### config.mk
export PLATFORM = sky130hd
export DESIGN_NAME = pacman_io_bridge_flat
export DESIGN_NICKNAME = d
export VERILOG_FILES = /design/src/rtl/pacman_io_bridge_pkg.sv /design/src/rtl/pacman_io_bridge_if.sv /design/src/rtl/pacman_io_bridge_timer.sv /design/src/rtl/pacman_io_bridge.sv /design/src/flat_wrapper.sv
export SDC_FILE = /design/constraint.sdc
export NUM_CORES = 1
export LEC_CHECK = 0
export ABC_AREA = 1
export BUFFER_PORTS_ARGS = -buffer_cell sky130_fd_sc_hd__buf_2
export CAP_MARGIN = 40
export CORE_ASPECT_RATIO = 0.9
export CORE_MARGIN = 2
export CORE_UTILIZATION = 41
export CTS_CLUSTER_SIZE = 24
export DETAILED_ROUTE_END_ITERATION = 10
export GPL_ROUTABILITY_DRIVEN = 0
export HOLD_SLACK_MARGIN = 0.08
export PLACE_DENSITY = 0.65
export SKIP_CTS_REPAIR_TIMING = 1
export SLEW_MARGIN = 20
export SYNTH_ARGS = -nofsm -noshare
export SYNTH_HDL_FRONTEND = slang
export SYNTH_SLANG_ARGS = --single-unit
### constraint.sdc
create_clock -name clock -period 10.7 [get_ports clock]
set_clock_uncertainty 0.2 [all_clocks]
set_input_delay 0.535 -clock clock [delete_from_list [all_inputs] [get_ports clock]]
set_output_delay 0.535 -clock clock [all_outputs]
set_load 0.005 [all_outputs]
### src/rtl/pacman_io_bridge_pkg.sv
// Shared definitions for the Pac-Man memory-mapped I/O bridge.
// Contents:
//   - address map of the bridge registers and the dmem RAM limit
//   - reset coordinates of players and powerups
//   - map clamp constants and the parked powerup coordinate
//   - direction encoding helper and the sprite overlap test
package pacman_io_bridge_pkg;

    // Address map
    localparam logic [16:0] RAM_LIMIT     = 17'd4096;
    localparam logic [16:0] ADDR_DIR0     = 17'd4100;
    localparam logic [16:0] ADDR_DIR1     = 17'd4101;
    localparam logic [16:0] ADDR_P0_X     = 17'd4200;
    localparam logic [16:0] ADDR_P0_Y     = 17'd4201;
    localparam logic [16:0] ADDR_P0_SPEED = 17'd4202;
    localparam logic [16:0] ADDR_P1_X     = 17'd4203;
    localparam logic [16:0] ADDR_P1_Y     = 17'd4204;
    localparam logic [16:0] ADDR_P1_SPEED = 17'd4205;

    typedef struct packed {
        logic [31:0] x;
        logic [31:0] y;
    } pos_t;

    // Reset coordinates
    localparam pos_t P0_RESET  = '{x: 32'd260, y: 32'd240};
    localparam pos_t P1_RESET  = '{x: 32'd360, y: 32'd240};
    localparam pos_t PU0_RESET = '{x: 32'd300, y: 32'd300};
    localparam pos_t PU1_RESET = '{x: 32'd400, y: 32'd400};

    // Map clamp for player 0: top border and the wall block under it
    localparam logic [31:0] CLAMP_Y_MIN  = 32'd16;
    localparam logic [31:0] CLAMP_Y_WALL = 32'd72;
    localparam logic [31:0] WALL_X_LO    = 32'd133;
    localparam logic [31:0] WALL_X_HI    = 32'd184;

    // A picked-up powerup is moved off-map so it cannot be hit again
    localparam logic [31:0] PARKED     = 32'hFFFF_FFFF;
    localparam pos_t        PARKED_POS = '{x: PARKED, y: PARKED};

    typedef enum logic [2:0] {
        DIR_NONE  = 3'd0,
        DIR_UP    = 3'd1,
        DIR_RIGHT = 3'd2,
        DIR_DOWN  = 3'd3,
        DIR_LEFT  = 3'd4
    } dir_e;

    typedef struct packed {
        logic valid;
        dir_e code;
    } dir_t;

    // Exactly one or zero controller lines give a valid code; anything
    // else is ambiguous and the caller keeps its previous read value.
    function automatic dir_t decode_dir(input logic up, input logic right,
                                        input logic down, input logic left);
        dir_t r;
        r.valid = 1'b1;
        r.code  = DIR_NONE;
        case ({up, right, down, left})
            4'b0000: r.code  = DIR_NONE;
            4'b1000: r.code  = DIR_UP;
            4'b0100: r.code  = DIR_RIGHT;
            4'b0010: r.code  = DIR_DOWN;
            4'b0001: r.code  = DIR_LEFT;
            default: r.valid = 1'b0;
        endcase
        return r;
    endfunction

    // Sprite overlap: either edge of the player lies within the powerup
    // span, on both axes. Sums wrap at 32 bits on purpose.
    function automatic logic overlap(input pos_t p, input pos_t u,
                                     input logic [31:0] w, input logic [31:0] h);
        logic [31:0] p_xe, u_xe, p_ye, u_ye;
        logic        hit_x, hit_y;
        p_xe  = p.x + w;
        u_xe  = u.x + w;
        p_ye  = p.y + h;
        u_ye  = u.y + h;
        hit_x = (p_xe >= u.x && p_xe <= u_xe) || (p.x >= u.x && p.x <= u_xe);
        hit_y = (p_ye >= u.y && p_ye <= u_ye) || (p.y >= u.y && p.y <= u_ye);
        return hit_x && hit_y;
    endfunction

endpackage

### src/rtl/pacman_io_bridge_if.sv
// Processor data-port / dmem bus seen by the I/O bridge.
// Signals:
//   address_dmem  processor data address
//   data          processor write data
//   wren          processor write enable
//   q_dmem        dmem read data
//   dmem_wren     gated dmem write enable (bridge output)
//   proc_data_in  registered read data to the processor (bridge output)
// Modports: slave = bridge side, master = processor/dmem side.
interface pacman_io_bridge_if;
    logic [16:0] address_dmem;
    logic [31:0] data;
    logic        wren;
    logic [31:0] q_dmem;
    logic        dmem_wren;
    logic [31:0] proc_data_in;

    modport slave (
        input  address_dmem, data, wren, q_dmem,
        output dmem_wren, proc_data_in
    );

    modport master (
        output address_dmem, data, wren, q_dmem,
        input  dmem_wren, proc_data_in
    );
endinterface

### src/rtl/pacman_io_bridge_timer.sv
// powerup_timer: lifetime of one powerup effect.
// A pickup (start) raises the flag and enters stage 1. While a stage is
// running the tick counter advances; at TICKS_PER_STAGE it wraps and the
// stage advances. Reaching NUM_STAGES ends the effect.
// Ports:
//   clock   rising-edge clock
//   start   pickup pulse
//   clear   synchronous clear (driven by the bridge reset)
//   active  effect flag
module powerup_timer #(
    parameter int unsigned TICKS_PER_STAGE = 100000000,
    parameter int unsigned NUM_STAGES      = 8
) (
    input  logic clock,
    input  logic start,
    input  logic clear,
    output logic active
);
    localparam int CNT_W = $clog2(TICKS_PER_STAGE + 1);
    localparam int STG_W = $clog2(NUM_STAGES + 1);

    logic [CNT_W-1:0] cnt_q, cnt_d;
    logic [STG_W-1:0] stage_q, stage_d;
    logic             active_q, active_d;

    // Later assignments deliberately override earlier ones; the end of
    // life wins even over a pickup in the same cycle.
    always_comb begin
        // NOTE: every variable gets a default first so no latch is inferred.
        cnt_d    = cnt_q;
        stage_d  = stage_q;
        active_d = active_q;
        if (start) begin
            stage_d  = STG_W'(1);
            active_d = 1'b1;
        end
        if (stage_q != '0) begin
            cnt_d = cnt_q + CNT_W'(1);
        end
        if (cnt_q == CNT_W'(TICKS_PER_STAGE)) begin
            stage_d = stage_q + STG_W'(1);
            cnt_d   = '0;
        end
        if (stage_q == STG_W'(NUM_STAGES)) begin
            stage_d  = '0;
            cnt_d    = '0;
            active_d = 1'b0;
        end
    end

    always_ff @(posedge clock) begin
        // NOTE: sequential state uses non-blocking assignments only.
        if (clear) begin
            cnt_q    <= '0;
            stage_q  <= '0;
            active_q <= 1'b0;
        end else begin
            cnt_q    <= cnt_d;
            stage_q  <= stage_d;
            active_q <= active_d;
        end
    end

    assign active = active_q;
endmodule

### src/rtl/pacman_io_bridge.sv
// pacman_io_bridge: memory-mapped game I/O between the processor data
// port and dmem. Gates dmem writes to the RAM range, returns registered
// read data (RAM, controller directions, positions, speed flags) and owns
// the game state: player positions, player-0 map clamp, powerup pickup
// and powerup lifetimes.
// Ports:
//   clock, reset            clock (inverted processor clock), sync reset
//   bus                     processor/dmem bus (slave modport)
//   upSig..leftSig          player-0 controller
//   upSig2..leftSig2        player-1 controller
//   player0_x..player1_y    player positions
//   powerup0_x..powerup1_y  powerup positions
//   powerup1_active         shared fake-pellet effect flag
module pacman_io_bridge
    import pacman_io_bridge_pkg::*;
#(
    parameter int unsigned TICKS_PER_STAGE = 100000000,
    parameter int unsigned NUM_STAGES      = 8,
    parameter int unsigned SPRITE_W        = 28,
    parameter int unsigned SPRITE_H        = 28
) (
    input  logic                 clock,
    input  logic                 reset,
    pacman_io_bridge_if.slave    bus,
    input  logic                 upSig,
    input  logic                 rightSig,
    input  logic                 downSig,
    input  logic                 leftSig,
    input  logic                 upSig2,
    input  logic                 rightSig2,
    input  logic                 downSig2,
    input  logic                 leftSig2,
    output logic [31:0]          player0_x,
    output logic [31:0]          player0_y,
    output logic [31:0]          player1_x,
    output logic [31:0]          player1_y,
    output logic [31:0]          powerup0_x,
    output logic [31:0]          powerup0_y,
    output logic [31:0]          powerup1_x,
    output logic [31:0]          powerup1_y,
    output logic                 powerup1_active
);
    localparam logic [31:0] W32 = 32'(SPRITE_W);
    localparam logic [31:0] H32 = 32'(SPRITE_H);

    pos_t        tmp0_q, tmp0_d;
    pos_t        p0_q, p0_d;
    pos_t        p1_q, p1_d;
    pos_t        pu0_q, pu0_d;
    pos_t        pu1_q, pu1_d;
    logic [31:0] rd_q, rd_d;

    logic        hit_p0_pu0, hit_p1_pu0, hit_pellet;
    logic        speed0, speed1;
    dir_t        dir0, dir1;

    assign dir0 = decode_dir(upSig, rightSig, downSig, leftSig);
    assign dir1 = decode_dir(upSig2, rightSig2, downSig2, leftSig2);

    assign hit_p0_pu0 = overlap(p0_q, pu0_q, W32, H32);
    assign hit_p1_pu0 = overlap(p1_q, pu0_q, W32, H32);
    assign hit_pellet = overlap(p0_q, pu1_q, W32, H32) || overlap(p1_q, pu1_q, W32, H32);

    assign bus.dmem_wren = bus.wren && (bus.address_dmem < RAM_LIMIT);

    always_comb begin
        tmp0_d = tmp0_q;
        p1_d   = p1_q;
        pu0_d  = pu0_q;
        pu1_d  = pu1_q;
        rd_d   = rd_q;

        // Player-0 writes land in tmp0 and are clamped on the next edge;
        // player-1 writes go straight to the position.
        if (bus.wren) begin
            case (bus.address_dmem)
                ADDR_P0_X: tmp0_d.x = bus.data;
                ADDR_P0_Y: tmp0_d.y = bus.data;
                ADDR_P1_X: p1_d.x   = bus.data;
                ADDR_P1_Y: p1_d.y   = bus.data;
                default: ;
            endcase
        end

        // Clamp: top border, then the wall block spanning x 133..184.
        p0_d.x = tmp0_q.x;
        if (tmp0_q.y < CLAMP_Y_MIN) begin
            p0_d.y = CLAMP_Y_MIN;
        end else if (tmp0_q.y < CLAMP_Y_WALL && tmp0_q.x <= WALL_X_HI &&
                     (tmp0_q.x + W32) >= WALL_X_LO) begin
            p0_d.y = CLAMP_Y_WALL;
        end else begin
            p0_d.y = tmp0_q.y;
        end

        if (hit_p0_pu0 || hit_p1_pu0) pu0_d = PARKED_POS;
        if (hit_pellet)               pu1_d = PARKED_POS;

        // Read mux; unmatched cases keep the previous read value.
        if (bus.address_dmem < RAM_LIMIT) begin
            rd_d = bus.q_dmem;
        end else begin
            case (bus.address_dmem)
                ADDR_DIR0: if (dir0.valid) rd_d = {29'd0, dir0.code};
                ADDR_DIR1: if (dir1.valid) rd_d = {29'd0, dir1.code};
                ADDR_P0_X:     if (!bus.wren) rd_d = p0_q.x;
                ADDR_P0_Y:     if (!bus.wren) rd_d = p0_q.y;
                ADDR_P0_SPEED: if (!bus.wren) rd_d = {31'd0, speed0};
                ADDR_P1_X:     if (!bus.wren) rd_d = p1_q.x;
                ADDR_P1_Y:     if (!bus.wren) rd_d = p1_q.y;
                ADDR_P1_SPEED: if (!bus.wren) rd_d = {31'd0, speed1};
                default: ;
            endcase
        end
    end

    always_ff @(posedge clock) begin
        if (reset) begin
            tmp0_q <= P0_RESET;
            p0_q   <= P0_RESET;
            p1_q   <= P1_RESET;
            pu0_q  <= PU0_RESET;
            pu1_q  <= PU1_RESET;
            rd_q   <= '0;
        end else begin
            tmp0_q <= tmp0_d;
            p0_q   <= p0_d;
            p1_q   <= p1_d;
            pu0_q  <= pu0_d;
            pu1_q  <= pu1_d;
            rd_q   <= rd_d;
        end
    end

    powerup_timer #(.TICKS_PER_STAGE(TICKS_PER_STAGE), .NUM_STAGES(NUM_STAGES)) u_speed0 (
        .clock (clock),
        .start (hit_p0_pu0),
        .clear (reset),
        .active(speed0)
    );

    powerup_timer #(.TICKS_PER_STAGE(TICKS_PER_STAGE), .NUM_STAGES(NUM_STAGES)) u_speed1 (
        .clock (clock),
        .start (hit_p1_pu0),
        .clear (reset),
        .active(speed1)
    );

    powerup_timer #(.TICKS_PER_STAGE(TICKS_PER_STAGE), .NUM_STAGES(NUM_STAGES)) u_pellet (
        .clock (clock),
        .start (hit_pellet),
        .clear (reset),
        .active(powerup1_active)
    );

    assign bus.proc_data_in = rd_q;
    assign player0_x  = p0_q.x;
    assign player0_y  = p0_q.y;
    assign player1_x  = p1_q.x;
    assign player1_y  = p1_q.y;
    assign powerup0_x = pu0_q.x;
    assign powerup0_y = pu0_q.y;
    assign powerup1_x = pu1_q.x;
    assign powerup1_y = pu1_q.y;
endmodule

### src/flat_wrapper.sv
// flat-port wrapper written by rule: the top's interface ports become plain ports
module pacman_io_bridge_flat import pacman_io_bridge_pkg::*;
#(
    parameter int unsigned TICKS_PER_STAGE = 100000000,
    parameter int unsigned NUM_STAGES      = 8,
    parameter int unsigned SPRITE_W        = 28,
    parameter int unsigned SPRITE_H        = 28
)
  (clock, reset, upSig, rightSig, downSig, leftSig, upSig2, rightSig2, downSig2, leftSig2, player0_x, player0_y, player1_x, player1_y, powerup0_x, powerup0_y, powerup1_x, powerup1_y, powerup1_active, bus_address_dmem, bus_data, bus_wren, bus_q_dmem, bus_dmem_wren, bus_proc_data_in);
  pacman_io_bridge_if bus_i ();
  input  logic clock;
  input  logic reset;
  input  logic upSig;
  input  logic rightSig;
  input  logic downSig;
  input  logic leftSig;
  input  logic upSig2;
  input  logic rightSig2;
  input  logic downSig2;
  input  logic leftSig2;
  output logic [31:0] player0_x;
  output logic [31:0] player0_y;
  output logic [31:0] player1_x;
  output logic [31:0] player1_y;
  output logic [31:0] powerup0_x;
  output logic [31:0] powerup0_y;
  output logic [31:0] powerup1_x;
  output logic [31:0] powerup1_y;
  output logic powerup1_active;
  input wire logic [$bits(bus_i.address_dmem)-1:0] bus_address_dmem;
  input wire logic [$bits(bus_i.data)-1:0] bus_data;
  input wire logic [$bits(bus_i.wren)-1:0] bus_wren;
  input wire logic [$bits(bus_i.q_dmem)-1:0] bus_q_dmem;
  output wire logic [$bits(bus_i.dmem_wren)-1:0] bus_dmem_wren;
  output wire logic [$bits(bus_i.proc_data_in)-1:0] bus_proc_data_in;
  assign bus_i.address_dmem = bus_address_dmem;
  assign bus_i.data = bus_data;
  assign bus_i.wren = bus_wren;
  assign bus_i.q_dmem = bus_q_dmem;
  assign bus_dmem_wren = bus_i.dmem_wren;
  assign bus_proc_data_in = bus_i.proc_data_in;
  pacman_io_bridge #(.TICKS_PER_STAGE(TICKS_PER_STAGE), .NUM_STAGES(NUM_STAGES), .SPRITE_W(SPRITE_W), .SPRITE_H(SPRITE_H)) u_core (.clock(clock), .reset(reset), .bus(bus_i), .upSig(upSig), .rightSig(rightSig), .downSig(downSig), .leftSig(leftSig), .upSig2(upSig2), .rightSig2(rightSig2), .downSig2(downSig2), .leftSig2(leftSig2), .player0_x(player0_x), .player0_y(player0_y), .player1_x(player1_x), .player1_y(player1_y), .powerup0_x(powerup0_x), .powerup0_y(powerup0_y), .powerup1_x(powerup1_x), .powerup1_y(powerup1_y), .powerup1_active(powerup1_active));
endmodule
* Word level (Yosys, flattened, before mapping)
Index checks and enable logic that the tools add are counted.
** Word-level totals
- Bits in registers :: 322
- Logic and storage cells :: 179
- Bits of input ports :: 92
- Output and inout bits :: 290
** Cells by class
- Equality and inequality tests :: 30
- Muxes and demuxes :: 22
- Add/sub/neg operators :: 13
- Reductions and logical operators :: 57
- Magnitude comparators :: 37
** Operators by type and width (number)
- $ge A32 B32 Y1 :: 16
- $le A32 B32 Y1 :: 16
- $mux W32 :: 9
- $pmux W32 S8 :: 1
- $add A32 B5 Y32 const B :: 5
- $eq A17 B13 Y1 const B :: 8
- $add A27 B1 Y27 const B :: 3
- $eq A27 B27 Y1 const B :: 3
- $ge A32 B8 Y1 const B :: 1
- $le A32 B8 Y1 const B :: 1
- $lt A32 B5 Y1 const B :: 1
- $lt A32 B7 Y1 const B :: 1
- $mux W4 :: 6
- $pmux W3 S4 :: 2
- $logic_and A1 B1 Y1 :: 23
- $add A10 B6 Y11 const B :: 2
- $eq A4 B4 Y1 const B :: 5
- $ne A3 B2 Y1 const B :: 6
- $lt A17 B13 Y1 const B :: 1
- $mux W8 :: 2
- $add A4 B1 Y4 const B :: 3
- $reduce_bool A4 Y1 :: 3
- $reduce_or A3 Y1 :: 4
- $logic_or A1 B1 Y1 :: 10
- other kinds (12) :: 27

* Logic depth before layout (Yosys ltp)
- Depth in word-level cells :: 8
- Mapped depth :: 26
- Depth with buffers taken out :: 26

* Cells and area by module
From an unflattened synthesis, not the netlist that was laid out.
** Unflattened totals
- Cells, all modules :: 5163
- Area total of the unflattened synthesis :: 32919.1 um^2
** Modules (own cells, without submodules)
- pacman_io_bridge :: sequential area each 4524.3 um^2, cells each 4242, area an instance 27176.1 um^2, instances 1
- powerup_timer :: sequential area each 640.6 um^2, cells each 307, area an instance 1914.3 um^2, instances 3

* Least setup slack after synthesis
No wires, ideal clock.
- Path type :: register to register
- Start :: register, netlist name u_core.powerup1_x[0]
- End :: register, netlist name u_core.powerup1_x[0]
- Data required time :: 10.435 ns
- Library setup time :: 0.065 ns
- Arrival time :: 8.260 ns
- Setup slack :: 2.175 ns
- Period minus slack after synthesis :: 8.525 ns
- Cell stages (with the launch flop) :: 12
- Path buffers :: 0
- Cells stage by stage :: dfxtp_1 > inv_1 > ha_1 > inv_1 > or4_1 > o21ai_0 > nand3_1 > nand2_1 > nand2_1 > nand2_1 > o21ai_1 > inv_1
** On the way
- Longest elaborated chain between the ends :: 6
- Elaborated cells between the ends (all ways) :: 32
- Classes of those cells :: add/sub (1); order compare (16); reduce/logical (15)
** RTL lines
- $add A10 B6 Y11 :: RTL line pacman_io_bridge_pkg.sv:79 : u_xe = u.x + w;
- $le A32 B32 Y1, on equally long branches
- $logic_and A1 B1 Y1, on equally long branches
- $logic_or A1 B1 Y1, on equally long branches
- $logic_and A1 B1 Y1 :: RTL line pacman_io_bridge_pkg.sv:84 : return hit_x && hit_y;
- $logic_or A1 B1 Y1 (*) :: RTL line pacman_io_bridge.sv:62 : assign hit_pellet = overlap(p0_q, pu1_q, W32, H32) || overlap(p1_q, pu1_q, W32, H32);
Every way passes the cells marked *; elsewhere a longest branch is shown, timed or not.
A chain may end at the register's enable or synchronous reset.

* Final worst setup path
- Start :: register, netlist name u_core.powerup1_x[0]
- End :: register, netlist name u_core.powerup1_x[0]
** On the way
- Longest elaborated chain between the ends :: 6
- Elaborated cells between the ends (all ways) :: 32
- Classes of those cells :: add/sub (1); order compare (16); reduce/logical (15)
** RTL lines (RTL line)
- $add A10 B6 Y11 :: pacman_io_bridge_pkg.sv:79
- $le A32 B32 Y1, on equally long branches
- $logic_and A1 B1 Y1, on equally long branches
- $logic_or A1 B1 Y1, on equally long branches
- $logic_and A1 B1 Y1 :: pacman_io_bridge_pkg.sv:84
- $logic_or A1 B1 Y1 (*) :: pacman_io_bridge.sv:62
Marked as above.

==> metrics <==
compound-cell area share of the yosys netlist 15.1%; Slew headroom 39.0%; GR Overflow Total 0; VDD IR max 110 µV; TritonCTS Buffers 40; router iterations before antenna repair 6; final wirelength 111000 µm; leakage 17.7 nW; Critical Path AT 4.55 ns; post-synthesis cell count 4804; first-pass GRT wire length 169000 µm; GR Util All Layers 27.2%; Area Overhead vs Synth 11.8%; post-synthesis mux area share 0%; clk slew on worst S/H paths 0.06 ns; Min Hold Slack 0.0916 ns; core area 76300 µm²; WL/cell 18.1 µm; Comb power frac 3.4%; sequential power share 43.1%; Synth Cell Area 31600 µm²; critical path startpoint category register; part of the power in the clock network 53.5%; pin count of the biggest net entering global routing 88; max-cap violation count 0; Final Setup Violations 0; Final Cycle Share 39.6%; EDFF count, synth 0; clock sink total 322; vias 33200; worst setup path category register to register; Tot Pwr 2.78 mW; Synth Area in Simple Gates 30.8%; CTS tree done; CP Cell Sequence inv_8 -> buf_16 -> buf_4 -> buf_16 -> ha_1 -> nand2_1 -> nor2_1 -> nand2_1 -> nor4_1 -> nand4_1 -> nand4_1 -> nand2_1 -> nand2_1 -> nand2_1 -> nand2_1 -> o21ai_1 -> inv_1; Ports 382; Bufs and invs on worst path 5; Synth area leaders ha_1 21%, dfxtp_1 20%, nand2_1 13%, a21oi_1 7.3%, inv_1 6.8%; CP Capture Type register; initial antenna violation count 8; XOR/XNOR Fraction of Synth Area 1.78%; Vias per Instance 5.44; CP max stage cell dfxtp_4; NetSw 667 µW; Post-synth top cells 1118 x nand2_1, 571 x inv_1, 523 x ha_1; RSZ-0062 raised after global routing no; Crit path required time 11.01 ns; Chip Width 296 µm; Sw Ratio 24.0%; Clock Tree Buf Depth 3; Most Frequent Cell on Critical Path nand2_1; Setup Total Neg Slack 0 ns; Avg Cell Area, Syn 6.57 µm²; Storage cell area 6450 µm²; # DRC 0; Final min period 4.24 ns; Slew Viols, Final 0; multi-input logic area 21700 µm²; fin nets 5660; register area share after synthesis 20.4%; Routed Antenna Nets 0; ys async rst share 0%; IO buf count 367; fillers 7950; most common cell in the netlist nand2_1; Iter 0 DRT Violations 2823; fraction of layout cells with a size suffix above 1 10.8%; Syn. warnings 0; outcome finished, final reports clean; Root Buffer Master clkbuf_16; largest family of logic cells by synthesized area simple AND/OR/NAND/NOR gates; crit-path max FO 87; Yosys reg bits 322; Die ar. 79200 µm²; internal power 2.12 mW; Fmax 236 MHz; Rows 96; share of the synthesized area in the top cell type 20.7%; PwrDens 78.9 nW/µm²; post-DP HPWL 87700 µm; Synth Area in Adders 20.7%; Die Y-Extent 267 µm; HP Class input port to register; post-synth cell types 62; initial core utilization 41.4%; Synth Flop Type dfxtp_1; worst skew pair latency 0.59 ns; cell family with most CP delay simple AND/OR/NAND/NOR gates; slowest cell delay on critical path 0.45 ns; htree depth 2; dominant cell type by area after synthesis ha_1; Fin. Hold Viols 0; Least-Margin Pin Slew 0.915 ns; vias in the first global route 30200
## cells by family (layout without fill, tap and decap cells)
kind of cell             after synthesis  in the layout
other                                  1             15
AND/OR/NAND/NOR                     2239           2239
AO/OA/AOI/OAI                        861            861
flip-flops                           322            322
buffers and inverters                794           1053
adder cells (fa/ha/maj)              523            523
XOR/XNOR                              64             64
## flip-flops by register name, summed over array words and instances, names as in the netlist, 4 cells and up
| signal | count |
|---|---|
| u_core.bus.proc_data_in | 32 |
| u_core.p0_d | 32 |
| u_core.player0_x | 32 |
| u_core.player0_y | 32 |
| u_core.player1_x | 32 |
| u_core.player1_y | 32 |
| u_core.tmp0_q | 32 |
| u_core.u_pellet.cnt_q | 27 |
| u_core.u_pellet.stage_q | 4 |
| u_core.u_speed0.cnt_q | 27 |
| u_core.u_speed0.stage_q | 4 |
| u_core.u_speed1.cnt_q | 27 |
| u_core.u_speed1.stage_q | 4 |
## worst paths after layout
path | startpoint | endpoint | slack, ns | depth (start not counted)
worst min register to register | u_core.tmp0_q[0] | u_core.player0_y[0] | 0.24 | 2
worst max register to register | u_core.powerup1_x[0] | u_core.powerup1_x[0] | 6.46 | 17
worst min-delay path | bus_q_dmem[31] | u_core.bus.proc_data_in[31] | 0.09 | 5
worst max-delay path | u_core.powerup1_x[0] | u_core.powerup1_x[0] | 6.46 | 17
## per-layer routing
| metal | global-route usage, % | vias to the layer above | routed length [µm] |
|---|---|---|---|
| li1 | - | 16600 | - |
| met1 | 37.4 | 15000 | 48900 |
| met2 | 41.5 | 1386 | 46200 |
| met3 | 5.03 | 241 | 10700 |
| met4 | 11.2 | 10 | 4740 |
| met5 | 0 | - | 61 |
## metrics by stage
step	instances	instance area [µm²]	setup WS [ns]	utilization, %
floorplan	4817	31600	2.17	-
global placement	6020	33600	6.28	44.0
detailed placement	6030	33800	6.58	44.3
CTS	6103	35200	6.55	46.2
global route	6106	35300	6.14	46.2
finish	6106	35300	6.46	46.2
## cell usage in the layout (no fill, tap or decap), types with 7 or more instances in the layout
cell / n
and3_1: 8
inv_1: 568
nor2_2: 32
nor2_1: 465
nand3b_1: 11
clkinv_2: 7
xor2_1: 61
clkbuf_16: 41
nand2_2: 7
nand3_1: 255
a21oi_1: 460
ha_1: 523
nand3_2: 7
buf_4: 18
a21o_1: 9
clkbuf_1: 7
o221ai_1: 12
inv_2: 8
nor3_1: 114
o21ai_0: 227
buf_2: 367
conb_1: 14
o21a_1: 24
nor2_4: 7
a221oi_1: 33
dfxtp_1: 320
nand2_1: 1118
o21bai_1: 10
nand4_1: 136
o22ai_1: 34
nor4_1: 50
o211ai_1: 18
## layout make-up
class,instances,area share (%)
clock inverters,20,0.880
inverters,584,6.26
clock buffers,53,3.18
repair buffers,396,6.27
diodes,1,0.00710
multi-input cells,3701,61.5
flip-flops and latches,322,18.3
well taps,1029,3.65
## power by group through the flow
stage	Clock, mW	Sequential [mW]	Combinational (mW)
6_report	1.49	1.20	0.0942
5_1_grt	1.56	1.20	0.101
4_1_cts	1.51	1.20	0.0909
3_5_place_dp	0	1.23	0.0905
3_3_place_gp	0	1.23	0.0890
2_1_floorplan	0	1.23	0.0446
## worst min-delay path, delay by kind of cell
| family | cells | cell delay (ns) |
|---|---|---|
| and+or+nand+nor | 3 | 0.15 |
| buffers and inverters | 1 | 0.10 |
| AOI/OAI and AO/OA | 1 | 0.05 |
No activity file was read; power rests on OpenSTA's default activity.
